===== src/rtl/sprite_motion.sv =====
// sprite_motion: frame-rate sprite mover with keyboard steering, hold-to-accelerate speed ramp
// and selectable playfield edge behaviour (bounce, wrap or stop).
//
// Ports:
//   frame_clk  in   frame tick, all state updates on its rising edge
//   Reset      in   asynchronous, active-high
//   key        in   16-bit keycode: 0x001A up, 0x0016 down, 0x0004 left, 0x0007 right
//   pause      in   freezes all state, forces hit_edge low
//   PosX/PosY  out  sprite centre
//   SizeOut    out  constant sprite half-size
//   dir        out  0=up, 1=down, 2=left, 3=right
//   speed      out  current speed in pixels/frame
//   moving     out  high while in the moving state
//   hit_edge   out  one-frame pulse after an edge contact
module sprite_motion #(
   parameter int          W            = 10,
   parameter int          X_MIN        = 0,
   parameter int          X_MAX        = 639,
   parameter int          Y_MIN        = 0,
   parameter int          Y_MAX        = 479,
   parameter int          X_CENTER     = 320,
   parameter int          Y_CENTER     = 240,
   parameter int          SIZE         = 4,
   parameter int unsigned MAX_SPEED    = 4,
   parameter int unsigned ACCEL_FRAMES = 8,
   parameter int unsigned EDGE_MODE    = 0
) (
   input  logic         frame_clk,
   input  logic         Reset,
   input  logic [15:0]  key,
   input  logic         pause,
   output logic [W-1:0] PosX,
   output logic [W-1:0] PosY,
   output logic [W-1:0] SizeOut,
   output logic [1:0]   dir,
   output logic [3:0]   speed,
   output logic         moving,
   output logic         hit_edge
);

   typedef enum logic [0:0] {StIdle, StMove} state_e;

   localparam logic [1:0] DirUp    = 2'd0;
   localparam logic [1:0] DirDown  = 2'd1;
   localparam logic [1:0] DirLeft  = 2'd2;
   localparam logic [1:0] DirRight = 2'd3;

   // Signed W+2-bit limits so a step below zero compares correctly instead of wrapping.
   localparam logic signed [W+1:0] XLo = (W+2)'(X_MIN + SIZE);
   localparam logic signed [W+1:0] XHi = (W+2)'(X_MAX - SIZE);
   localparam logic signed [W+1:0] YLo = (W+2)'(Y_MIN + SIZE);
   localparam logic signed [W+1:0] YHi = (W+2)'(Y_MAX - SIZE);

   localparam logic [3:0] MaxSpd  = 4'(MAX_SPEED);
   localparam logic [7:0] CntLast = 8'(ACCEL_FRAMES - 1);

   state_e         state_q;
   logic [W-1:0]   pos_x_q, pos_y_q;
   logic [1:0]     dir_q;
   logic [3:0]     speed_q;
   logic [7:0]     cnt_q;
   logic           hit_q;

   // Key decode
   logic           key_valid;
   logic [1:0]     key_dir;
   logic           key_change;

   always_comb begin
      key_valid = 1'b1;
      key_dir   = DirUp;
      case (key)
         16'h001A: key_dir = DirUp;
         16'h0016: key_dir = DirDown;
         16'h0004: key_dir = DirLeft;
         16'h0007: key_dir = DirRight;
         default:  key_valid = 1'b0;
      endcase
   end

   assign key_change = key_valid && (key_dir != dir_q);

   // Next-position datapath on the axis selected by the registered direction.
   // dir[1] selects the X axis, dir[0] selects the increasing direction.
   logic                  axis_x;
   logic signed [W+1:0]   cur, nxt, lo, hi, spd_s;
   logic                  hit_hi, hit_lo, contact;
   logic [W-1:0]          pos_new;

   always_comb begin
      axis_x = dir_q[1];
      spd_s  = (W+2)'(speed_q);
      if (axis_x) begin
         cur = (W+2)'(pos_x_q);
         lo  = XLo;
         hi  = XHi;
      end else begin
         cur = (W+2)'(pos_y_q);
         lo  = YLo;
         hi  = YHi;
      end
      if (dir_q[0]) nxt = cur + spd_s;
      else          nxt = cur - spd_s;
      hit_hi  = (nxt >= hi);
      hit_lo  = (nxt <= lo);
      contact = hit_hi | hit_lo;
      if (!contact) begin
         pos_new = nxt[W-1:0];
      end else if (EDGE_MODE == 1) begin
         // wrap lands on the opposite limit
         pos_new = hit_hi ? lo[W-1:0] : hi[W-1:0];
      end else begin
         pos_new = hit_hi ? hi[W-1:0] : lo[W-1:0];
      end
   end

   always_ff @(posedge frame_clk or posedge Reset) begin
      if (Reset) begin
         state_q <= StIdle;
         pos_x_q <= W'(X_CENTER);
         pos_y_q <= W'(Y_CENTER);
         dir_q   <= DirUp;
         speed_q <= 4'd1;
         cnt_q   <= 8'd0;
         hit_q   <= 1'b0;
      end else if (pause) begin
         hit_q <= 1'b0;
      end else begin
         hit_q <= 1'b0;
         unique case (state_q)
            StIdle: begin
               if (key_valid) begin
                  dir_q   <= key_dir;
                  speed_q <= 4'd1;
                  cnt_q   <= 8'd0;
                  state_q <= StMove;
               end
            end
            StMove: begin
               // Motion always uses the registered dir/speed; the key only shapes the next frame.
               if (axis_x) pos_x_q <= pos_new;
               else        pos_y_q <= pos_new;

               if (key_change) begin
                  dir_q   <= key_dir;
                  speed_q <= 4'd1;
                  cnt_q   <= 8'd0;
               end else if (key_valid) begin
                  if (cnt_q == CntLast) begin
                     cnt_q <= 8'd0;
                     if (speed_q < MaxSpd) speed_q <= speed_q + 4'd1;
                  end else begin
                     cnt_q <= cnt_q + 8'd1;
                  end
               end else begin
                  cnt_q <= 8'd0;
               end

               // Edge handling overrides the key path where they collide.
               if (contact) begin
                  hit_q <= 1'b1;
                  if (EDGE_MODE == 0) begin
                     if (!key_change) dir_q <= dir_q ^ 2'b01;
                  end else if (EDGE_MODE == 2) begin
                     state_q <= StIdle;
                     speed_q <= 4'd1;
                     cnt_q   <= 8'd0;
                  end
               end
            end
            default: state_q <= StIdle;
         endcase
      end
   end

   assign PosX     = pos_x_q;
   assign PosY     = pos_y_q;
   assign SizeOut  = W'(SIZE);
   assign dir      = dir_q;
   assign speed    = speed_q;
   assign moving   = (state_q == StMove);
   assign hit_edge = hit_q;

endmodule


===== config.mk =====
export PLATFORM = sky130hd
export DESIGN_NAME = sprite_motion
export DESIGN_NICKNAME = d
export VERILOG_FILES = /design/src/rtl/sprite_motion.sv
export SDC_FILE = /design/constraint.sdc
export NUM_CORES = 1
export LEC_CHECK = 0
export ABC_AREA = 1
export ABC_CLOCK_PERIOD_IN_PS = 8550
export CORE_UTILIZATION = 67
export DETAILED_ROUTE_END_ITERATION = 10
export DONT_BUFFER_PORTS = 1
export PLACE_DENSITY = 0.84
export SYNTH_ARGS = -nofsm -noshare
export SYNTH_HDL_FRONTEND = slang
export SYNTH_SLANG_ARGS = --single-unit

===== constraint.sdc =====
create_clock -name frame_clk -period 8.55 [get_ports frame_clk]
set_input_delay 2.1375 -clock frame_clk [delete_from_list [all_inputs] [get_ports frame_clk]]
set_output_delay 2.1375 -clock frame_clk [all_outputs]
set_load 0.03 [all_outputs]

==> impl_metrics.ini <==
[grt]
grt-ovfl-total = 0
grt_pass1_vias = 2892
grt_pass1_wl_um = 12500
grt_max_degree = 37
track_usage_pct = 31.8
antenna_found_initial = 0

[logic_synthesis]
syn_inst = 474
synth_top_family_by_area = simple AND/OR/NAND/NOR gates
synthAdderAreaFrac_pct = 6.84
synth_xor_area_share_pct = 0.279
async_flop_share_pct = 100
yosysSeqAreaShare_pct = 28.9
synth-edff-count = 0
synth_common_cells = nand2_1, inv_1, nor2_1, nand3_1, o21ai_0
synth.area.top_cells = dfrtp_1, nand2_1, inv_1
synth_compound_gate_area_share_pct = 11.4
synthFlopType = dfrtp_1
yosys.area_share.simple_pct = 40.2
avgSynthCellArea_um2 = 6.63
synth_top_cell_by_area = dfrtp_1
synth_top_area_share_pct = 23.1
ys_ff_latch = 36
yosys.cell_types.count = 43
ys.warnings.count = 0
synth_most_common_cell = nand2_1
syn_area_um2 = 3140
synth_mux_area_share_pct = 0

[setup_path]
cp_max_fo = 24
worst-setup-path-type = register to register
cp-end-kind = register
crit_required_ns = 8.71
cp-start-kind = register
arrival_ns = 4.46

[pwr]
pwr-share-seq_pct = 28.2
p_leak_nw = 1.73
power_density_nw_per_um2 = 323
vdd_drop_max_v = 0.000137
combPwrFrac_pct = 56.1
intPower_mw = 0.496
power_switching_mw = 0.554
p_sw_share_pct = 52.8
power_frac_clock_pct = 15.7
total_power_mw = 1.05

[cts]
cts-resized-gates = 0
cts_tree = yes
clockBufferDepth = 2
clock_latency_ns = 0.30
cts_setup_buffers = 0
clk_transition_reported_paths_ns = 0.07
h-tree-depth = 2
clkSinkCount = 36
cts-buffers-inserted = 5
cts_root_buf = clkbuf_8
hold_buffers = 0

[finish]
seq_area_um2 = 910
nets = 509
drive_above_1_share_pct = 12.0
finalInstanceArea_um2 = 3250
diodes = 0
multi_input_area_um2 = 1890
nFillCells = 389
area_growth_pct = 3.46

[sta]
finalSetupTns_ns = 0
slew_headroom_pct = 25.1
rsz0062_at_grt = no
finalHoldViolCount = 0
tightestPinTransition_ns = 1.12
final_max_slew_viol_count = 0
period_share_pct = 50.3
finClkSkew_ns = 0.00984
setup_viol = 0
fin_crit_ns = 4.30
fmax_ghz = 0.233

[drt]
routed_wirelength_um = 7390
firstDrtPassIters = 8
ant_nets = 0
wl_per_cell_um = 14.0
vias = 3026
viasPerCell = 5.74
drt_first_iter_violations = 234
drcViolationCount = 2

[floorplanning]
rows = 24
ioPinCount = 57
die-height_um = 70.5
die_w_um = 70.5
core_area_um2 = 4440
die_area_um2 = 4970
start_util_pct = 70.7

[hold_path]
hold_class = register to register

[status]
status = finished, violations left
violations = DRC

[placement]
place_area_um2 = 3130
portBuffers = 0
dp_hpwl_um = 5600
place_congestion = 0.911

[flow_run]
cap_violations = 0
[per-layer routing]
metal / GRT usage (%) / share of wire [%] / vias to the layer above
met3: 7.94 / 5.2 / 21
met2: 57.4 / 51 / 122
li1: - / - / 1497
met1: 36.4 / 41 / 1386
met4: 11.6 / 2.9 / 0
met5: 0 / 0 / -
[critical path: stages, from the launching register on]
cell	delay [ns]
dfrtp_1	1.09
inv_2	0.32
nand2_1	0.13
nand2_1	0.08
ha_1	0.36
a21oi_1	0.20
nand2_1	0.07
nand2_1	0.16
nand4_1	0.16
nand2_1	0.10
nand2_1	0.05
nand2_1	0.12
inv_1	0.08
ha_1	0.29
a21o_1	0.17
nor2_1	0.13
nand2_2	0.13
nand2_2	0.14
inv_1	0.08
nor2_1	0.17
a22oi_1	0.11
[kinds of logic (layout without fill, tap and decap cells)]
logic type,count (synthesis),count (layout)
AO/OA/AOI/OAI,60,60
XOR/XNOR,1,1
adder cells (fa/ha/maj),16,16
buffers and inverters,85,78
flip-flops,36,36
other,2,10
AND/OR/NAND/NOR,274,274
[through the flow]
step / util [%] / hold slack, ns / setup WS (ns) / instances
2_1_floorplan: - / 0.434 / 4.92 / 482
6_report: 73.2 / 0.483 / 4.25 / 527
4_1_cts: 73.2 / 0.482 / 4.34 / 527
5_1_grt: 73.2 / 0.522 / 3.88 / 527
3_3_place_gp: 70.4 / 0.458 / 4.49 / 519
3_5_place_dp: 70.4 / 0.471 / 4.36 / 519
[power by group through the flow]
stage | Clock [mW] | Combinational, mW | Sequential, mW
after floorplan | 0 | 0.482 | 0.283
after global placement | 0 | 0.568 | 0.297
after detailed placement | 0 | 0.573 | 0.298
after CTS | 0.166 | 0.579 | 0.296
after global routing | 0.172 | 0.666 | 0.300
final | 0.165 | 0.589 | 0.296
[final timing paths]
kind | startpoint | end | slack, ns | cells past startpoint
hold reg to reg | cnt_q[7] | cnt_q[7] | 0.48 | 1
hold / removal | cnt_q[7] | cnt_q[7] | 0.48 | 1
setup reg to reg | dir[1] | PosX[9] | 4.25 | 20
setup / recovery | dir[1] | PosX[9] | 4.25 | 20
min in group asynchronous | Reset | PosY[2] | 1.82 | 2
max in group asynchronous | Reset | PosX[6] | 6.38 | 2
[cell usage in the layout, fill, tap and decap left out, types with 7 or more instances in the layout]
cell,instances
nand2_1,148
ha_1,14
nand2_2,12
nand3_1,35
conb_1,10
nor2_1,45
o21ai_0,30
inv_1,63
a21oi_1,13
dfrtp_1,29
dfstp_2,7
nand4_1,10
clkbuf_8,7
[flip-flops by register name, indices dropped and copies added (netlist names)]
name,cells
PosX,10
dir,2
moving,1
cnt_q,8
speed,4
hit_edge,1
PosY,10
[area by class of cell]
| cell class | instances | area share (%) |
|---|---|---|
| Multi-Input combinational cell | 361 | 58.0 |
| Timing Repair Buffer | 1 | 0.231 |
| Clock buffer | 7 | 2.96 |
| Inverter | 69 | 7.96 |
| Tap cell | 52 | 2.00 |
| Sequential cell | 36 | 28.0 |
| Clock inverter | 1 | 0.923 |
No activity file was read; power rests on OpenSTA's default activity.
